===== src/rtl/vscale_inst_queue.sv =====
// rtl/vscale_inst_queue.sv - instruction prefetch queue between imem and decode
//
// Issues sequential word fetches, buffers returned words with their PCs in a
// DEPTH-entry FIFO and presents them in order to decode. A redirect flushes the
// FIFO, marks every response still in flight for discard and restarts fetching
// at the new PC.
//
// Optional feature macro: VSCALE_IQ_BYPASS_EN
//   When defined, a kept response arriving while the FIFO is empty drives
//   inst_valid/inst/inst_pc combinationally in the same cycle. If decode takes
//   it in that cycle, the word is never written to the FIFO.
//
// Ports:
//   clk, reset_n        clock, asynchronous active-low reset
//   imem_req_valid/ready/addr    fetch request handshake and word address
//   imem_resp_valid/data         in-order fetch responses
//   inst_valid/inst/inst_pc      queue head presented to decode
//   inst_ready                   decode consumes the head
//   redirect/redirect_pc         flush and restart at redirect_pc (bits [1:0] ignored)

module vscale_inst_queue #(
   parameter int                 XPR_LEN  = 32,
   parameter int                 DEPTH    = 4,
   parameter logic [XPR_LEN-1:0] RESET_PC = 'h200
) (
   input  logic               clk,
   input  logic               reset_n,
   output logic               imem_req_valid,
   input  logic               imem_req_ready,
   output logic [XPR_LEN-1:0] imem_req_addr,
   input  logic               imem_resp_valid,
   input  logic [XPR_LEN-1:0] imem_resp_data,
   output logic               inst_valid,
   output logic [XPR_LEN-1:0] inst,
   output logic [XPR_LEN-1:0] inst_pc,
   input  logic               inst_ready,
   input  logic               redirect,
   input  logic [XPR_LEN-1:0] redirect_pc
);

   localparam int AW = $clog2(DEPTH);
   localparam int CW = AW + 1;
   localparam logic [CW:0] DEPTH_C = (CW+1)'(DEPTH);

   logic [XPR_LEN-1:0] fetch_pc;
   logic [XPR_LEN-1:0] resp_pc;
   logic [XPR_LEN-1:0] mem_data [DEPTH];
   logic [XPR_LEN-1:0] mem_pc   [DEPTH];
   logic [AW-1:0]      rd_ptr;
   logic [AW-1:0]      wr_ptr;
   logic [CW-1:0]      count;
   logic [CW-1:0]      outstanding;
   logic [CW-1:0]      discard;

   logic [CW:0]        credit_used;
   logic               req_fire;
   logic               resp_fire;
   logic               resp_keep;
   logic               head_valid;
   logic               push;
   logic               pop;
   logic               unused_pc_bits;

   assign unused_pc_bits = ^redirect_pc[1:0];

   // Requests in flight plus buffered words never exceed DEPTH, so every
   // accepted request has a FIFO slot waiting for its response. Responses
   // marked for discard still hold a credit until they come back.
   assign credit_used    = {1'b0, count} + {1'b0, outstanding};
   // reset_n gates the request so nothing is issued while memory is held in reset.
   assign imem_req_valid = reset_n && !redirect && (credit_used < DEPTH_C);
   assign imem_req_addr  = fetch_pc;

   assign req_fire   = imem_req_valid && imem_req_ready;
   // A response with nothing outstanding is a protocol error and is ignored.
   assign resp_fire  = imem_resp_valid && (outstanding != '0);
   assign resp_keep  = resp_fire && (discard == '0);
   assign head_valid = (count != '0);
   assign pop        = head_valid && inst_ready;

   always_comb begin
      inst_valid = head_valid;
      inst       = head_valid ? mem_data[rd_ptr] : '0;
      inst_pc    = head_valid ? mem_pc[rd_ptr]   : '0;
      push       = resp_keep;
`ifdef VSCALE_IQ_BYPASS_EN
      // Bypass is suppressed during a redirect: that response is being dropped.
      if (!head_valid && resp_keep && !redirect) begin
         inst_valid = 1'b1;
         inst       = imem_resp_data;
         inst_pc    = resp_pc;
         push       = !inst_ready;
      end
`endif
   end

   always_ff @(posedge clk or negedge reset_n) begin
      if (!reset_n) begin
         fetch_pc    <= RESET_PC;
         resp_pc     <= RESET_PC;
         rd_ptr      <= '0;
         wr_ptr      <= '0;
         count       <= '0;
         outstanding <= '0;
         discard     <= '0;
      end else if (redirect) begin
         fetch_pc    <= {redirect_pc[XPR_LEN-1:2], 2'b00};
         resp_pc     <= {redirect_pc[XPR_LEN-1:2], 2'b00};
         rd_ptr      <= '0;
         wr_ptr      <= '0;
         count       <= '0;
         // No request can fire during a redirect. outstanding already includes
         // responses pending discard, so everything left in flight is dropped.
         outstanding <= outstanding - CW'(resp_fire);
         discard     <= outstanding - CW'(resp_fire);
      end else begin
         if (req_fire) begin
            fetch_pc <= fetch_pc + XPR_LEN'(4);
         end
         // resp_pc tracks every kept word, including words taken via bypass.
         if (resp_keep) begin
            resp_pc <= resp_pc + XPR_LEN'(4);
         end
         if (push) begin
            wr_ptr <= wr_ptr + AW'(1);
         end
         if (pop) begin
            rd_ptr <= rd_ptr + AW'(1);
         end
         if (resp_fire && (discard != '0)) begin
            discard <= discard - CW'(1);
         end
         outstanding <= outstanding + CW'(req_fire) - CW'(resp_fire);
         count       <= count + CW'(push) - CW'(pop);
      end
   end

   // Storage needs no reset: entries are only visible while count covers them.
   always_ff @(posedge clk) begin
      if (push && !redirect) begin
         mem_data[wr_ptr] <= imem_resp_data;
         mem_pc[wr_ptr]   <= resp_pc;
      end
   end

   resp_without_request: assert property (
      @(posedge clk) disable iff (!reset_n) !(imem_resp_valid && (outstanding == '0))
   );

endmodule


===== config.mk =====
export PLATFORM = sky130hd
export DESIGN_NAME = vscale_inst_queue
export DESIGN_NICKNAME = d
export VERILOG_FILES = /design/src/rtl/vscale_inst_queue.sv
export SDC_FILE = /design/constraint.sdc
export NUM_CORES = 1
export LEC_CHECK = 0
export CELL_PAD_IN_SITES_DETAIL_PLACEMENT = 2
export CELL_PAD_IN_SITES_GLOBAL_PLACEMENT = 2
export CORE_UTILIZATION = 43
export DETAILED_ROUTE_END_ITERATION = 10
export GPL_ROUTABILITY_DRIVEN = 0
export PLACE_DENSITY = 0.87
export SLEW_MARGIN = 5
export SYNTH_ARGS = -nofsm -noshare
export SYNTH_HDL_FRONTEND = slang
export SYNTH_SLANG_ARGS = --single-unit

===== constraint.sdc =====
create_clock -name clk -period 6 [get_ports clk]
set_input_delay 1.2 -clock clk [delete_from_list [all_inputs] [get_ports clk]]
set_output_delay 1.2 -clock clk [all_outputs]
set_load 0.01 [all_outputs]

Yosys cells after proc, flatten, opt, wreduce, memory -nomap -nowiden
Memories as Yosys holds them, arrays and structs flattened. Cells that the tools add are included.

Add/subtract/negate cells: 11. Muxes and demuxes: 16. Reduce and logical (&&, ||, !) cells: 17. $lt $le $gt $ge: 1.

Operators by type and width (count): two-way mux 32 bit (6); adder 32 x 3 -> 32 bit (second input constant) (2); two-way mux 3 bit (4); nonzero test 3 bit (3); subtractor 3 x 1 -> 3 bit (3); logical AND 1 bit (8); two-way mux 2 bit (4); nonzero test 2 bit (4); adder 3 x 1 -> 3 bit (2); adder 2 x 1 -> 2 bit (second input constant) (2); adder 3 x 3 -> 4 bit (1); less-than comparator 4 x 3 -> 1 bit (second input constant) (1); zero test 3 bit (1); subtractor 3 x 1 -> 3 bit (second input constant) (1); two-way mux 1 bit (2); zero test 1 bit (1).

Logic and storage cells: 54. Output and inout port bits: 98. Flip-flop bits (word level): 77. Bits in writable memories: 256. Input port bits: 70. Memories kept: 2.

Memory list: mem_data (words 4, width 32, read ports 1, clocked after memory_dff 0, wr ports 1, line 47) `logic [XPR_LEN-1:0] mem_data [DEPTH];`; mem_pc (words 4, width 32, read ports 1, clocked after memory_dff 0, wr ports 1, line 48) `logic [XPR_LEN-1:0] mem_pc [DEPTH];`.

Logic depth before layout (Yosys ltp)
Word-level depth: 7. Mapped depth: 13. Gate-level depth less buffers: 11.

Worst setup path before layout
OpenSTA, ideal clock, no wires.

Kind: input to register. Start point: input imem_resp_valid. End point: memory mem_data[0][0], enable pin. Path buffers: 0. Slack: 2.329 ns. Cell stages on the path: 5. Arrival time: 3.244 ns. Library setup time: 0.427 ns. Required time: 5.573 ns. Cells stage by stage: o31ai_2 inv_2 nand2_1 nor2_1 and2_1.

Word-level cells in the longest chain between the ends: 5.

RTL lines: start: declaration (line 31) `input logic imem_resp_valid,`; logical AND 1 bit (line 76) `assign resp_fire = imem_resp_valid && (outstanding != '0);`; logical AND 1 bit (line 77) `assign resp_keep = resp_fire && (discard == '0);`; logical AND 1 bit (line 140) `if (push && !redirect) begin`; two-way mux 1 bit (line 140); two-way mux 1 bit (not written as such) (line 141) `mem_data[wr_ptr] <= imem_resp_data;`; end: declaration (line 47).

No other way between the ends.

Worst setup path after layout
Start point: register rd_ptr[0]. End point: output inst_pc[4].

Word-level cells in the longest chain between the ends: 2.

RTL lines: start: declaration (line 49) `logic [AW-1:0] rd_ptr;`; start signal: assignment (line 128) `rd_ptr <= rd_ptr + AW'(1);`; memory read (4 x 32 bit); two-way mux 32 bit (line 84) `inst_pc = head_valid ? mem_pc[rd_ptr] : '0;`; end: declaration (line 35) `output logic [XPR_LEN-1:0] inst_pc,`.

No other way between the ends.

==> impl_metrics.json <==
{
  "cp_slowest_stage_delay_ps": 950,
  "synth_edf_count": 248,
  "crit_arrival_ps": 3270,
  "track_usage_pct": 25.1,
  "num-fill-cells": 2714,
  "cts_buffers": 35,
  "rows": 64,
  "slew_headroom_pct": 13.0,
  "hold_slack_ps": 583,
  "cp.buffers_inverters": 2,
  "grt_antenna_before_repair": 0,
  "antenna-diode-count": 0,
  "die_h_um": 180,
  "setup_tns_ps": 0,
  "yosysTopAreaCell": "edfxtp_1",
  "drt-met1-wl_um": 16300,
  "cp.depth": 4,
  "power_per_cell_area_mw_per_mm2": 392,
  "vias": 8505,
  "seq_area_mm2": 0.00928,
  "drtPass1Iterations": 4,
  "pin_count": 168,
  "synth_area_leaders": "edfxtp_1 (54%), dfrtp_1 (13%), mux4_2 (10%)",
  "clock_power_share_pct": 31.5,
  "slew_viol_final": 0,
  "synthCells": 873,
  "crit_chain": "buf_4, mux4_2, and2_1, clkdlybuf4s50_1",
  "drc": 0,
  "coreArea_mm2": 0.0310,
  "area_delta_synth_final_pct": 22.7,
  "die_area_mm2": 0.0325,
  "worst_slew_pin_slew_ps": 1300,
  "postRouteAntennaNets": 0,
  "wl_per_cell_um": 27.2,
  "synth_area_mm2": 0.0137,
  "start_kind": "flop",
  "htreeDepth": 2,
  "ys.flop_type": "edfxtp_1",
  "fin_crit_ps": 4470,
  "cp_max_fo": 37,
  "synth_seq_cells": 321,
  "initial_core_util_pct": 44.2,
  "avgSynthCellArea_um2": 15.7,
  "met3_length_um": 1790,
  "grt_pass1_vias": 9536,
  "hpwl_um": 26200,
  "power_leakage_nw": 5.71,
  "grt_pass1_wl_um": 60900,
  "hp-start": "outstanding[2]$_DFF_PN0_",
  "critPathKind": "flop to output pin",
  "cts.clk_slew.worst_paths_ps": 60,
  "period_share_pct": 74.5,
  "r2r-start": "outstanding[2]$_DFF_PN0_",
  "hold-path-cell-count": 1,
  "status": "finished, final reports clean",
  "ir_drop_v": 0.000189,
  "cp_slowest_cell": "dfrtp_4",
  "maxCapViolCount": 0,
  "die_w_um": 180,
  "switching_share_pct": 28.9,
  "pwr-share-seq_pct": 42.2,
  "wl_um": 39800,
  "fin_util_pct": 54.2,
  "crit_family": "buffers and inverters",
  "synth_cell_types": 52,
  "route.met2.wl_um": 21000,
  "worstPathRequired_ps": 4800,
  "top_layer": "met4",
  "insertion_delay_ps": 510,
  "synth_top_area_share_pct": 54.4,
  "final_nets": 1132,
  "cts.path.max_buffers": 3,
  "io_buffers": 161,
  "cts_setup_buffers": 0,
  "p_comb_share_pct": 26.3,
  "skew_ps": 11.1,
  "synthArstFlopShare_pct": 22.7,
  "grt_max_degree": 74,
  "p_sw_mw": 1.90,
  "ctsResizeCount": 0,
  "design_area_mm2": 0.0168,
  "min_path_type": "flop to flop",
  "drive_gt1_share_pct": 13.9,
  "drt-initial-drc-count": 516,
  "hold_violations": 0,
  "worst_r2r_path_depth": 12,
  "ys.warnings.count": 0,
  "multi_input_area_mm2": 0.00415,
  "p_int_mw": 4.69,
  "cts_tree": "done",
  "viasPerCell": 5.80,
  "cts-root-buf": "clkbuf_16",
  "clock_sinks": 321,
  "rsz0062_at_grt": "no",
  "critPathCaptureType": "output pin",
  "grt.overflow.total": 0,
  "place_area_mm2": 0.0157,
  "ctsHoldBuffers": 0,
  "setup_violations": 0,
  "startpoint": "rd_ptr[0]$_DFFE_PN0P_",
  "fmax_mhz": 224,
  "yosysSeqAreaShare_pct": 67.8
}
## state kept, by name (all words and copies together), names as in the netlist
register and count:
outstanding 3, imem_req_addr 30, rd_ptr 2, mem_pc 120
wr_ptr 2, resp_pc 30, mem_data 128, count 3
discard 3
## routing by layer
metal  up-vias  GRT usage, %
li1       3667             -
met1      4531          31.9
met2       256          44.8
met3        51          3.88
met4         0          6.32
met5         -             0
## logic make-up (layout without fill, tap and decap cells)
| logic type | count (synthesis) | after routing | share of synthesized area, % |
|---|---|---|---|
| multiplexers | 70 | 70 | 10.8 |
| AND/OR/NAND/NOR | 269 | 269 | 10.9 |
| other | 1 | 4 | 0.0274 |
| XOR/XNOR | 41 | 41 | 2.62 |
| adder cells (fa/ha/maj) | 18 | 18 | 1.76 |
| flip-flops | 321 | 321 | 67.8 |
| buffers and inverters | 65 | 259 | 2.05 |
| AO/OA/AOI/OAI | 88 | 88 | 4.04 |
## metrics by stage
| stage | std cells | setup slack, ps | power [mW] |
|---|---|---|---|
| after global routing | 1466 | 1360 | 6.85 |
| after floorplan | 876 | 2330 | 3.68 |
| after global placement | 1403 | 1790 | 4.45 |
| final | 1466 | 1530 | 6.59 |
| after detailed placement | 1403 | 1730 | 4.57 |
| after CTS | 1466 | 1490 | 6.66 |
## path summary, 6_finish.rpt
path | to | slack, ps
min reg2reg | outstanding[2]$_DFF_PN0_ | 580
min | outstanding[2]$_DFF_PN0_ | 580
min in group asynchronous | imem_req_addr[10]$_DFFE_PN0N_ | 840
max in group asynchronous | rd_ptr[0]$_DFFE_PN0P_ | 4120
max reg2reg | outstanding[2]$_DFF_PN0_ | 2490
max | inst_pc[4] | 1530
## cells in the mapped netlist, types with 3 or more instances
library cell,n
o21ai_0,42
buf_2,8
dfrtp_1,71
o21ai_1,3
and4_1,6
nand3_1,28
mux4_2,62
and2_1,74
nand2b_1,4
o31a_1,3
ha_1,16
o311ai_0,8
a31oi_1,5
nor3b_1,6
or3_1,3
clkbuf_1,27
and3_1,12
edfxtp_1,248
nand4_2,3
mux2_2,6
nor3_1,12
a21boi_0,4
o211ai_1,12
buf_4,7
nor2_1,30
nand4_1,17
xor2_1,19
or4_1,3
a21oi_1,4
nand3b_1,4
inv_1,19
xnor2_1,22
nand2_1,56
## power by group through the flow
| stage | sequential (mW) | combinational [mW] | clock [mW] |
|---|---|---|---|
| finish | 2.78 | 1.74 | 2.07 |
| CTS | 2.79 | 1.78 | 2.10 |
| global route | 2.81 | 1.87 | 2.17 |
| floorplan | 2.70 | 0.987 | 0 |
| global placement | 2.80 | 1.65 | 0 |
| detailed placement | 2.83 | 1.74 | 0 |
## area by class of cell
cell class	count	area share, %
Sequential cell	321	55.2
Multi-Input combinational cell	490	24.7
Timing Repair Buffer	175	10.2
Clock buffer	51	5.76
Tap cell	396	2.95
Clock inverter	12	0.730
Inverter	21	0.469
## placed cells by master (no fill, tap or decap), types with 3 or more instances in the layout
master,Yosys,routed
o21ai_0,42,42
mux4_2,62,62
a31oi_1,5,5
and2_2,0,4
a21oi_1,4,4
nand2_1,56,56
clkbuf_16,0,36
o21ai_1,3,3
a21boi_0,4,4
inv_1,19,19
clkdlybuf4s50_1,0,159
and4_1,6,6
nand4_1,17,17
nor2_1,30,30
ha_1,16,16
and3_1,12,12
dfrtp_1,71,69
o31a_1,3,3
o311ai_0,8,8
nand3b_1,4,4
edfxtp_1,248,248
nand2b_1,4,4
buf_4,7,14
nor3b_1,6,6
conb_1,1,4
or4_1,3,3
nand4_2,3,3
xnor2_1,22,22
nand3_1,28,28
nor3_1,12,12
mux2_2,6,6
and2_1,74,70
clkinv_1,0,5
o211ai_1,12,12
clkbuf_1,27,14
xor2_1,19,19
Note: power is estimated with default switching activity, not from simulation.
